## config.mk

```make
export PLATFORM = sky130hd
export DESIGN_NAME = alu_exec_unit
export DESIGN_NICKNAME = d
export VERILOG_FILES = /design/src/rtl/alu_exec_unit_pkg.sv /design/src/rtl/alu_exec_unit_muldiv_iter.sv /design/src/rtl/alu_exec_unit.sv
export SDC_FILE = /design/constraint.sdc
export NUM_CORES = 1
export LEC_CHECK = 0
export CORE_MARGIN = 2
export CORE_UTILIZATION = 45
export CTS_CLUSTER_SIZE = 28
export DETAILED_ROUTE_END_ITERATION = 16
export PLACE_DENSITY_LB_ADDON = 0.15
export SLEW_MARGIN = 20
export SYNTH_ARGS = -nofsm -noshare
export SYNTH_HDL_FRONTEND = slang
export SYNTH_SLANG_ARGS = --single-unit
```

## constraint.sdc

```tcl
create_clock -name clk -period 8 [get_ports clk]
set_input_delay 1.6 -clock clk [delete_from_list [all_inputs] [get_ports clk]]
set_output_delay 1.6 -clock clk [all_outputs]
set_load 0.01 [all_outputs]
```

## src/rtl/alu_exec_unit_pkg.sv

```systemverilog
// Shared constants for the EX-stage ALU: operation codes, alu_op/func encodings,
// sequencer state encoding and the instruction decoder.
package alu_exec_unit_pkg;

    typedef enum logic [3:0] {
        OP_OFF   = 4'd0,
        OP_ADD   = 4'd1,
        OP_SUB   = 4'd2,
        OP_AND   = 4'd3,
        OP_OR    = 4'd4,
        OP_NOR   = 4'd5,
        OP_SLT   = 4'd6,
        OP_MFHI  = 4'd7,
        OP_MFLO  = 4'd8,
        OP_MULTU = 4'd9,
        OP_DIVU  = 4'd10
    } alu_oper_t;

    localparam logic [1:0] ALUOP_MTYPE = 2'b00;
    localparam logic [1:0] ALUOP_BTYPE = 2'b01;
    localparam logic [1:0] ALUOP_RTYPE = 2'b10;
    localparam logic [1:0] ALUOP_JTYPE = 2'b11;

    localparam logic [5:0] FUNC_ADD   = 6'b100000;
    localparam logic [5:0] FUNC_SUB   = 6'b100010;
    localparam logic [5:0] FUNC_AND   = 6'b100100;
    localparam logic [5:0] FUNC_OR    = 6'b100101;
    localparam logic [5:0] FUNC_NOR   = 6'b100111;
    localparam logic [5:0] FUNC_SLT   = 6'b101010;
    localparam logic [5:0] FUNC_MFHI  = 6'b010000;
    localparam logic [5:0] FUNC_MFLO  = 6'b010010;
    localparam logic [5:0] FUNC_MULTU = 6'b011001;
    localparam logic [5:0] FUNC_DIVU  = 6'b011011;

    typedef enum logic [1:0] {
        ST_IDLE = 2'd0,
        ST_MUL  = 2'd1,
        ST_DIV  = 2'd2,
        ST_DONE = 2'd3
    } state_t;

    function automatic alu_oper_t decode_op(input logic [1:0] alu_op, input logic [5:0] func);
        alu_oper_t op;
        op = OP_OFF;
        case (alu_op)
            ALUOP_MTYPE: op = OP_ADD;
            ALUOP_BTYPE: op = OP_SUB;
            ALUOP_RTYPE: begin
                case (func)
                    FUNC_ADD:   op = OP_ADD;
                    FUNC_SUB:   op = OP_SUB;
                    FUNC_AND:   op = OP_AND;
                    FUNC_OR:    op = OP_OR;
                    FUNC_NOR:   op = OP_NOR;
                    FUNC_SLT:   op = OP_SLT;
                    FUNC_MFHI:  op = OP_MFHI;
                    FUNC_MFLO:  op = OP_MFLO;
                    FUNC_MULTU: op = OP_MULTU;
                    FUNC_DIVU:  op = OP_DIVU;
                    default:    op = OP_OFF;
                endcase
            end
            default: op = OP_OFF;
        endcase
        return op;
    endfunction

endpackage

```

## src/rtl/alu_exec_unit_muldiv_iter.sv

```systemverilog
// Iterative unsigned multiply (shift-add) / restoring divide datapath.
// prod_hi/prod_lo present the result of the step taken at the next edge.
module muldiv_iter #(
    parameter int WIDTH = 32
) (
    input  logic             clk,
    input  logic             rst,
    input  logic             go,
    input  logic             is_div,
    input  logic [WIDTH-1:0] a,
    input  logic [WIDTH-1:0] b,
    output logic             last,
    output logic [WIDTH-1:0] prod_hi,
    output logic [WIDTH-1:0] prod_lo
);

    localparam int CNT_W = $clog2(WIDTH) + 1;

    logic [CNT_W-1:0] count;
    logic             mode_div;
    logic [WIDTH-1:0] opnd;
    logic [WIDTH-1:0] acc_hi;
    logic [WIDTH-1:0] acc_lo;
    logic [WIDTH:0]   mul_sum;
    logic [WIDTH:0]   div_shift;
    logic [WIDTH:0]   div_diff;

    // Multiply keeps the multiplier in acc_lo and shifts the sum in from the top;
    // divide keeps the dividend in acc_lo and the partial remainder in acc_hi.
    always_comb begin
        mul_sum   = {1'b0, acc_hi} + (acc_lo[0] ? {1'b0, opnd} : {(WIDTH+1){1'b0}});
        div_shift = {acc_hi, acc_lo[WIDTH-1]};
        div_diff  = div_shift - {1'b0, opnd};
        if (mode_div) begin
            if (!div_diff[WIDTH]) begin
                prod_hi = div_diff[WIDTH-1:0];
                prod_lo = {acc_lo[WIDTH-2:0], 1'b1};
            end else begin
                prod_hi = div_shift[WIDTH-1:0];
                prod_lo = {acc_lo[WIDTH-2:0], 1'b0};
            end
        end else begin
            prod_hi = mul_sum[WIDTH:1];
            prod_lo = {mul_sum[0], acc_lo[WIDTH-1:1]};
        end
    end

    always_ff @(posedge clk or posedge rst) begin
        if (rst) begin
            count    <= '0;
            mode_div <= 1'b0;
            opnd     <= '0;
            acc_hi   <= '0;
            acc_lo   <= '0;
        end else if (go) begin
            count    <= CNT_W'(WIDTH);
            mode_div <= is_div;
            opnd     <= b;
            acc_hi   <= '0;
            acc_lo   <= a;
        end else if (count != '0) begin
            count  <= count - 1'b1;
            acc_hi <= prod_hi;
            acc_lo <= prod_lo;
        end
    end

    assign last = (count == CNT_W'(1));

endmodule

```

## src/rtl/alu_exec_unit.sv

```systemverilog
// EX-stage ALU: combinational single-cycle ops plus HI/LO and a stalling
// iterative MULTU/DIVU sequencer.
module alu_exec_unit
    import alu_exec_unit_pkg::*;
#(
    parameter int WIDTH = 32
) (
    input  logic             clk,
    input  logic             rst,
    input  logic             start,
    input  logic [1:0]       alu_op,
    input  logic [5:0]       func,
    input  logic [WIDTH-1:0] a,
    input  logic [WIDTH-1:0] b,
    output logic [WIDTH-1:0] result,
    output logic             zero,
    output logic             stall,
    output logic             done,
    output logic             div_zero,
    output logic [WIDTH-1:0] hi,
    output logic [WIDTH-1:0] lo
);

    alu_oper_t        op;
    state_t           state;
    state_t           state_next;
    logic             go;
    logic             is_div;
    logic             last;
    logic             dz_flag;
    logic             div_by_zero;
    logic [WIDTH-1:0] prod_hi;
    logic [WIDTH-1:0] prod_lo;

    assign op          = decode_op(alu_op, func);
    assign div_by_zero = (state == ST_IDLE) && start && (op == OP_DIVU) && (b == '0);

    muldiv_iter #(.WIDTH(WIDTH)) u_muldiv (
        .clk     (clk),
        .rst     (rst),
        .go      (go),
        .is_div  (is_div),
        .a       (a),
        .b       (b),
        .last    (last),
        .prod_hi (prod_hi),
        .prod_lo (prod_lo)
    );

    always_ff @(posedge clk or posedge rst) begin
        if (rst) begin
            state <= ST_IDLE;
        end else begin
            state <= state_next;
        end
    end

    always_comb begin
        state_next = state;
        go         = 1'b0;
        is_div     = 1'b0;
        case (state)
            ST_IDLE: begin
                if (start && op == OP_MULTU) begin
                    go         = 1'b1;
                    state_next = ST_MUL;
                end else if (start && op == OP_DIVU) begin
                    if (b != '0) begin
                        go         = 1'b1;
                        is_div     = 1'b1;
                        state_next = ST_DIV;
                    end else begin
                        state_next = ST_DONE;
                    end
                end
            end
            ST_MUL, ST_DIV: begin
                if (last) state_next = ST_DONE;
            end
            ST_DONE: state_next = ST_IDLE;
            default: state_next = ST_IDLE;
        endcase
    end

    // HI/LO only move on a completion edge; an aborted operation never reaches them.
    always_ff @(posedge clk or posedge rst) begin
        if (rst) begin
            hi      <= '0;
            lo      <= '0;
            dz_flag <= 1'b0;
        end else begin
            dz_flag <= div_by_zero;
            if (div_by_zero) begin
                hi <= a;
                lo <= '1;
            end else if ((state == ST_MUL || state == ST_DIV) && last) begin
                hi <= prod_hi;
                lo <= prod_lo;
            end
        end
    end

    assign done     = (state == ST_DONE);
    assign div_zero = done && dz_flag;
    assign stall    = !rst && (((state == ST_IDLE) && start && (op == OP_MULTU || op == OP_DIVU))
                               || state == ST_MUL || state == ST_DIV);

    always_comb begin
        result = '0;
        case (op)
            OP_ADD:  result = a + b;
            OP_SUB:  result = a - b;
            OP_AND:  result = a & b;
            OP_OR:   result = a | b;
            OP_NOR:  result = ~(a | b);
            OP_SLT:  result = {{(WIDTH-1){1'b0}}, ($signed(a) < $signed(b))};
            OP_MFHI: result = hi;
            OP_MFLO: result = lo;
            default: result = '0;
        endcase
    end

    assign zero = (result == '0);

endmodule
```

==> qor.csv, run 1 <==
metric,value,unit
status,finished clean,
Yosys top cell area share,24.4,%
top post-synthesis cells by area,"dfrtp_1 24%, ha_1 12%, a21oi_1 5.8%",
initial antenna violation count,0,
largest net degree at the start of global routing,135,
grt peak-use layer,met1,
First-pass DRT Iterations,6,
Tcrit/Tclk final,98.5,%
Critical Path Fanout Max,5,
vias after detailed routing,18600,
"CTS clk-pin slew, worst paths",70,ps
clock buffer count from CTS,17,
cell count after synthesis,2236,
Mapped Nets,2483,
Mapped Avg Cell Area,7.80,um2
CTS tree,done,
max_slew headroom,31.4,%
Worst EP arrival,6280,ps
CP Launch Type,primary input,
cell with the largest stage delay on the worst path,clkdlybuf4s50_1,
global-route wire length before repair,111000,um
"EDFF count, synth",0,
H-tree level count,4,
cell area after synthesis,17400,um2
share of post-route cells with drive strength above 1,8.73,%
maximum vdd drop,0.000209,V
vias in the first global route,17500,
pwr dens,289,nW/um2
Pleak,9.32,nW
Worst Skew,10.4,ps
chip height,201,um
Synth async-reset ratio,100,%
Worst Path Required,6400,ps
ANT cells,0,
CP max stage delay,560,ps
FF-to-FF setup slack,3270,ps
port buffer count,174,
met3 GRT Util,8.18,%
"Buf+Inv Stages, Crit Path",4,
Post-CTS Setup Repair Bufs,0,
DRC Markers,0,
CTS max path bufs,2,
crit path capture type,primary output,
Via density,6.31,
die area,40300,um2
Die X,201,um
final wirelength,74200,um
max-slew violations,0,
clock sink count,170,
post-synth cell types,86,
largest area contributor in the netlist,dfrtp_1,
crit path kind,in2out,
Post-DP Area,20300,um2
WL per Instance,25.2,um
Iteration-0 DRC Markers,1786,
effective utilization at floorplan,45.3,%
post-layout min period,7880,ps
Worst-Skew Late Latency,440,ps
post-layout instance area,20900,um2
synth-to-layout area growth,20.0,%
GRT overflow,0,
sequential element share of the synthesized area,24.4,%
crit-path cells,"clkdlybuf4s50_1, inv_1, ha_1, nor2_1, o311ai_0, buf_4, a211oi_2, nor2_2, o21ai_0, a21oi_1, o21bai_1, xnor2_1, o21ai_0, nor4b_1, and4_1, clkdlybuf4s50_1",
Setup TNS,0,ps
met1 Track Usage GR,55.0,%
worst hold margin,516,ps
antenna-violating nets left,0,
Layout Nets,2664,
unrepaired setup endpoints after global routing,no,
# rows,72,
Pwr Total,6.05,mW
"CP delay by family, top",compound AO/OA/AOI/OAI gates,
final hold viol count,0,
Core ar.,38500,um2
# Max-Cap Violations,0,
Yosys reg bits,170,
CTS Root Cell,clkbuf_16,
io pins,175,
gpl congestion,1.00,
Fmax,127,MHz
Ys Warns,0,
DPL Wire Length,59100,um
worst-margin pin slew,1030,ps
GRT Util Overall,36.2,%
most used flip-flop cell after synthesis,dfrtp_1,
met2 Use GR,51.8,%
final setup vio count,0,
Worst Hold Class,reg2reg,
==> cell families after synthesis <==
family | count (synthesis) | share of synthesized area (%)
AOI/OAI and AO/OA | 808 | 30.4
and+or+nand+nor | 646 | 17.9
buffers and inverters | 287 | 6.54
adders and majority gates | 172 | 12.5
DFF | 170 | 24.4
xor gates and xnor gates | 90 | 4.52
muxes | 63 | 3.66
==> synthesized netlist by cell type (all sizes together), types with 7 or more instances <==
cell,n
clkbuf,90
nand2b,12
and2,46
a21o,47
xnor2,61
ha,168
nand3,45
o311ai,9
o221ai,8
o31ai,19
nor2b,14
nor4,26
and3,19
xor2,29
o22ai,11
dfrtp,170
or3,9
and4,8
o211ai,86
nor3,36
inv,153
a221oi,20
a21oi,202
mux2i,57
o21bai,21
a22o,9
a31oi,16
a211oi,26
nor3b,10
a311oi,7
a22oi,27
nand2,229
nor2,149
o21a,19
a211o,10
o31a,11
o21ai,191
buf,44
nand4,13
==> routing by layer <==
metal | wire [um] | vias up
met1 | 34800 | 8994
met4 | 1220 | 0
met5 | 0 | -
li1 | - | 8541
met2 | 30500 | 983
met3 | 7660 | 78
==> tightest hold or removal path: stages, from the launching register on <==
cell     delay (ps)
dfrtp_1         360
nand2_1          50
o21ai_0          60
==> registers in the layout (all words and copies together) (netlist names) <==
register           flops
lo                    32
u_muldiv.acc_lo       32
u_muldiv.opnd         32
u_muldiv.count         6
state                  2
u_muldiv.acc_hi       32
dz_flag                1
u_muldiv.mode_div      1
hi                    32
==> area by class of cell <==
type,count,area (um2)
fill,3710,17500
multi-input combinational,1779,12200
sequential,170,4260
timing repair buffer,296,2680
tap,518,648
inverter,153,579
clock buffer,22,464
clock inverter,9,97.6
==> what timing repair did <==
item | CTS | global route
gates resized for setup | 1 | 16
cloned | 0 | 0
hold buffers | 0 | 0
pin swaps | 0 | 1
setup endpoints to repair | 1 | 1
==> placed cells by master (no fill, tap or decap), types with 17 or more instances in the layout <==
master and n:
clkdlybuf4s50_1 174, o21bai_1 21, dfrtp_1 169, and2_1 46, a21o_1 47, mux2i_1 57, o21a_1 19, nor3_1 35
nand2_1 227, o21ai_0 188, clkbuf_16 17, nor4_1 22, buf_4 119, nor2_1 147, inv_1 152, o31ai_1 18
nand3_1 42, o211ai_1 86, a211oi_1 22, xnor2_1 61, and3_1 19, a21oi_1 198, a22oi_1 27, a221oi_1 20
xor2_1 29, ha_1 167
==> worst paths after layout <==
| kind | start | to | cells past startpoint |
|---|---|---|---|
| max | a[1] | zero | 16 |
| min | u_muldiv.opnd[0] | u_muldiv.opnd[0] | 2 |
| max reg2reg | u_muldiv.acc_lo[31] | hi[27] | 15 |
| min reg2reg | u_muldiv.opnd[0] | u_muldiv.opnd[0] | 2 |
| max in group asynchronous | rst | u_muldiv.acc_lo[30] | 4 |
| min in group asynchronous | rst | hi[0] | 2 |
==> stage by stage <==
| step | cells | setup slack [ps] | util (%) |
|---|---|---|---|
| CTS | 2947 | 2.90 | 54.2 |
| floorplan | 2236 | 1750 | - |
| global route | 2947 | 0.649 | 54.4 |
| detailed placement | 2916 | -46.9 | 52.7 |
| global placement | 2915 | -49.0 | 52.7 |
| finish | 2947 | 118 | 54.4 |
==> power by group <==
part / switching, mW / total [mW] / leakage, nW / internal, mW
sequential: 0.513 / 1.69 / 2.09 / 1.18
combinational: 2.01 / 3.55 / 6.95 / 1.54
clock: 0.345 / 0.816 / 0.279 / 0.471
total: 2.87 / 6.05 / 9.32 / 3.19
Power figures use the tool's default switching activity.
==> run 2: changes to the inputs <==
HOLD_SLACK_MARGIN = 0.02   (was default)
RECOVER_POWER = 100   (was default)
==> run 2 against run 1 <==
Effect of this change:
- the flow now finishes with violations (capacitance limit, slew limit)
- first-iteration DRC count grew 5.0%
- flip-flop and latch count is the same
- clock-buffer cell count is the same
- fmax shrank 0.10%
- setup slack lost 8.0 ps
==> qor.csv, run 2 (synthesis results as in run 1) <==
metric,value,unit
Worst Reg-to-Reg Cells,8,
Worst Skew,10.9,ps
CP Launch Type,primary input,
Post-DP Area,20300,um2
io pins,175,
# rows,72,
Worst Setup EP,zero,
Tcrit/Tclk final,98.6,%
Fillers,3723,
grt peak-use layer,met1,
failing checks,"capacitance limit, slew limit",
Fmax,127,MHz
worst flop-to-flop path startpoint,state[0],
CTS Root Cell,clkbuf_16,
antenna-violating nets left,0,
worst hold margin,515,ps
most frequent cells in the layout,"228 x nand2_1, 198 x a21oi_1, 188 x o21ai_0, 169 x dfrtp_1, 167 x ha_1",
clock buffer count from CTS,17,
met1 Track Usage GR,55.0,%
# Max-Cap Violations,5,
share of post-route cells with drive strength above 1,8.44,%
effective utilization at floorplan,45.3,%
met2 Use GR,51.8,%
clock sink count,170,
Worst Path Required,6400,ps
Iteration-0 DRC Markers,1876,
Layout Nets,2664,
chip height,201,um
met3 GRT Util,8.18,%
Crit. Startpoint,func[5],
"most common cell after layout, fill and taps aside",nand2_1,
Pwr Total,5.99,mW
CTS Hold Buffers Added,0,
Die X,201,um
Post-CTS Setup Repair Bufs,0,
GRT Util Overall,36.2,%
max-slew violations,340,
port buffer count,174,
synth-to-layout area growth,19.7,%
crit path capture type,primary output,
First-pass DRT Iterations,5,
Via density,6.30,
Pleak,9.30,nW
gpl congestion,1.00,
post-layout min period,7890,ps
maximum vdd drop,0.000208,V
Core ar.,38500,um2
final setup vio count,0,
pwr dens,287,nW/um2
Critical Path Fanout Max,12,
FF-to-FF setup slack,3180,ps
final hold viol count,0,
max_slew headroom,-168,%
"CTS clk-pin slew, worst paths",70,ps
CTS max path bufs,2,
vias after detailed routing,18600,
final wirelength,74200,um
WL per Instance,25.2,um
worst-margin pin slew,4000,ps
Worst EP arrival,6290,ps
Worst Hold Class,reg2reg,
DP Worst Slack,-46.9,ps
vias in the first global route,17500,
global-route wire length before repair,111000,um
die area,40300,um2
post-layout instance area,20900,um2
Final WS setup,110,ps
largest net degree at the start of global routing,135,
fin util,54.3,%
Worst-Skew Late Latency,440,ps
H-tree level count,4,
unrepaired setup endpoints after global routing,no,
DRC Markers,0,
status,"complete, but fails checks",
DPL Wire Length,59100,um
initial antenna violation count,0,
crit path kind,in2out,
reg2reg end,u_muldiv.acc_lo[18],
CTS tree,done,
GRT overflow,0,
## run 2: changes by cell type in the layout (fill, tap and decap cells not counted), sizes merged
cell           delta
buf               -7
clkbuf            +7
clkdlybuf4s50    -86
clkinvlp          +1
diode             +2
dlygate4sd3      +86
inv               -1
## run 2: routing by layer
metal | share of wire [%] | vias to the layer above
li1 | - | 8537
met1 | 46 | 8951
met2 | 41 | 1011
met3 | 11 | 81
met4 | 1.8 | 0
met5 | 0 | -
## run 2: worst max-delay path: stages
cell and delay, ps:
dlygate4sd3_1 770, and4b_1 240, o21ai_0 310, a21o_1 400, buf_4 310, nor2_1 200
a22o_1 300, a222oi_1 610, o211ai_1 200, nand4b_1 140, nand4_1 120, and4bb_1 300
and4_1 200, clkdlybuf4s50_1 560
## run 2: worst min-delay path by stage
stage / cells after the start / startpoint / to
finish: 2 / u_muldiv.opnd[0] / u_muldiv.opnd[0]
global route: 2 / u_muldiv.opnd[0] / u_muldiv.opnd[0]
CTS: 2 / u_muldiv.opnd[0] / u_muldiv.opnd[0]
detailed placement: 2 / u_muldiv.opnd[0] / u_muldiv.opnd[0]
global placement: 2 / u_muldiv.opnd[0] / u_muldiv.opnd[0]
floorplan: 2 / u_muldiv.opnd[10] / u_muldiv.opnd[10]
## run 2: metrics by stage
step	instances	TNS (ps)
2_1_floorplan	2236	0
3_3_place_gp	2915	-49.0
3_5_place_dp	2916	-46.9
4_1_cts	2947	0
5_1_grt	2947	0
6_report	2949	0
## run 2: cell type report
type | instances | area, um2 | area share, %
multi-input combinational | 1779 | 12200 | 58.4
sequential | 170 | 4260 | 20.4
timing repair buffer | 296 | 2650 | 12.7
tap | 518 | 648 | 3.10
inverter | 153 | 576 | 2.76
clock buffer | 22 | 464 | 2.22
clock inverter | 9 | 97.6 | 0.467
antenna | 2 | 5.00 | 0.0240
## run 2: where the power goes
part / internal (mW) / total (mW) / switching [mW]
clock: 0.471 / 0.818 / 0.347
sequential: 1.18 / 1.69 / 0.508
combinational: 1.48 / 3.48 / 2.00
total: 3.13 / 5.99 / 2.86
## run 2: what timing repair did
item / CTS / global route
endpoints found under the setup margin: 1 / 1
endpoints found under the hold margin: 0 / 0
pin swaps: 0 / 1
resized for setup: 1 / 16
==> RTL edit: new RTL, settings of run 1 <==
Make the reset (`rst`) synchronous in 3 clocked blocks.
--- a/src/rtl/alu_exec_unit_muldiv_iter.sv
+++ b/src/rtl/alu_exec_unit_muldiv_iter.sv
@@ -47,3 +47,3 @@
 
-    always_ff @(posedge clk or posedge rst) begin
+    always_ff @(posedge clk) begin
         if (rst) begin
--- a/src/rtl/alu_exec_unit.sv
+++ b/src/rtl/alu_exec_unit.sv
@@ -49,3 +49,3 @@
 
-    always_ff @(posedge clk or posedge rst) begin
+    always_ff @(posedge clk) begin
         if (rst) begin
@@ -85,3 +85,3 @@
     // HI/LO only move on a completion edge; an aborted operation never reaches them.
-    always_ff @(posedge clk or posedge rst) begin
+    always_ff @(posedge clk) begin
         if (rst) begin
Check against the original RTL: differs if rst is asserted again (counterexample within 4 cycles, from zero or initial values and one cycle with rst high); with rst held inactive, the same outputs for 10 cycles.
==> RTL edit against run 1 <==
Worst setup slack improved by 0.29 ns. Fmax increased by 3.9%. Critical endpoint is now result[31]. Power decreased by 8.6%. First-iteration DRC count increased by 10%. Synthesized area decreased by 2.5%. Sequential cell count unchanged. Critical path type unchanged. Routed wire length decreased by 6.7%. Cell area decreased by 2.6%.
==> RTL edit: results (changes against run 1) <==
Outcome
  • Status: completed (unchanged)

GRT
  • Largest net degree at the start of global routing: 101 (was 135)
  • Tot GR Track Use: 34.7% (was 36.2%)
  • Met1 GRT Util: 51.0% (was 55.0%)
  • Met2 usage: 50.7% (was 51.8%)
  • Initial antenna violation count: 0 (unchanged)
  • GR Util met3: 5.51% (was 8.18%)

Hold path
  • Hold Path End: u_muldiv.opnd[27]$_SDFFE_PP0P_ (was u_muldiv.opnd[0]$_DFFE_PP0P_)
  • Worst hold path startpoint: u_muldiv.opnd[27]$_SDFFE_PP0P_ (was u_muldiv.opnd[0]$_DFFE_PP0P_)

Setup path
  • Worst R2R Start: u_muldiv.acc_lo[31]$_SDFFE_PP0P_ (was u_muldiv.acc_lo[31]$_DFFE_PP0P_)
  • Worst Reg2Reg Path Length in Cells: 14 (was 15)
  • Worst setup path end: result[31] (was zero)
  • Reg2reg end: hi[28]$_SDFFE_PP0P_ (was hi[27]$_DFFE_PP0P_)
  • Stages on worst setup path: 15 (was 16)
  • WP data arrival: 5.99 ns (was 6.28 ns)
  • R2R setup slack: 2.68 ns (was 3.27 ns)

Pwr
  • Maximum vdd drop: 306 uV (was 209 uV)
  • Leak Pwr: 8.20 nW (was 9.32 nW)

Synth
  • Gate count of the mapped netlist: 2369 (was 2236)
  • Post-synthesis sequential area ratio: 20.0% (was 24.4%)
  • Top cells by count, synth: nand2_1, a21oi_1, dfxtp_1 (was nand2_1, a21oi_1, o21ai_0)
  • Post-Syn Nets: 2616 (was 2483)
  • XOR/XNOR Fraction of Synth Area: 3.71% (was 4.52%)
  • Post-synthesis mux area share: 4.70% (was 3.66%)
  • Synth Area in Compound Gates: 31.0% (was 30.4%)
  • Async SR Flop Fraction: 0% (was 100%)
  • Adder-cell share of the synthesized area: 12.8% (was 12.5%)
  • Distinct cells, synth: 96 (was 86)
  • Top cells by area, synth: dfxtp_1, ha_1, a21oi_1, nand2_1, mux2i_1 (was dfrtp_1, ha_1, a21oi_1, o21ai_0, nand2_1)
  • Top-area cell type share of the netlist area: 20.0% (was 24.4%)

Detailed routing
  • 1st-iter DRT viols: 1972 (was 1786)
  • Mean routed wirelength per cell: 22.6 microns (was 25.2 microns)
  • Post-Route M1 WL: 31800 microns (was 34800 microns)
  • Met2 WL: 28600 microns (was 30500 microns)
  • Wire length on met3: 6550 microns (was 7660 microns)

Final layout
  • Layout Cells excl Fill: 3058 (was 2947)
  • Core Util, Final: 54.5% (was 54.4%)
  • Nets: 2781 (was 2664)
  • Layout cells sized above 1: 8.91% (was 8.73%)

Timing
  • WHS: 0.479 ns (was 0.516 ns)
  • Slew HR: 24.7% (was 31.4%)

Placed design
  • Gpl congestion: 1.09 (was 1.00)
  • Post-DP HPWL: 53300 microns (was 59100 microns)
  • Placed instance area: 19700 sq um (was 20300 sq um)
  • Pre-CTS WS: -0.0632 ns (was -0.0469 ns)
[RTL edit: cell count changes after synthesis, sizes merged, moves of 15 or more]
cell / delta
dfrtp: -170
o211ai: -42
nand3: -20
mux2i: +15
o21ai: -43
a21oi: +105
nand2: +102
nand2b: +20
dfxtp: +170
nor2: +17
[RTL edit: cell type report]
cell class | instances | area, sq um
fillers | 3684 | 17000
multi-input cells | 1901 | 12500
flip-flops and latches | 170 | 3410
repair buffers | 296 | 2660
well taps | 511 | 639
inverters | 148 | 556
clock buffers | 23 | 498
clock inverters | 9 | 111
[RTL edit: what timing repair did]
item                                    CTS  global route
cloned                                    0             0
gates resized for setup                   3             8
hold buffers                              0             0
endpoints found under the setup margin    1             1
buffers inserted                          0             0
pin swaps                                 0             1
[RTL edit: where the power goes]
part,internal [mW],total (mW),switching (mW),leakage [nW]
combinational,1.45,3.43,1.98,6.52
sequential,1.02,1.23,0.213,1.38
clock,0.503,0.869,0.366,0.296
total,2.97,5.53,2.56,8.20
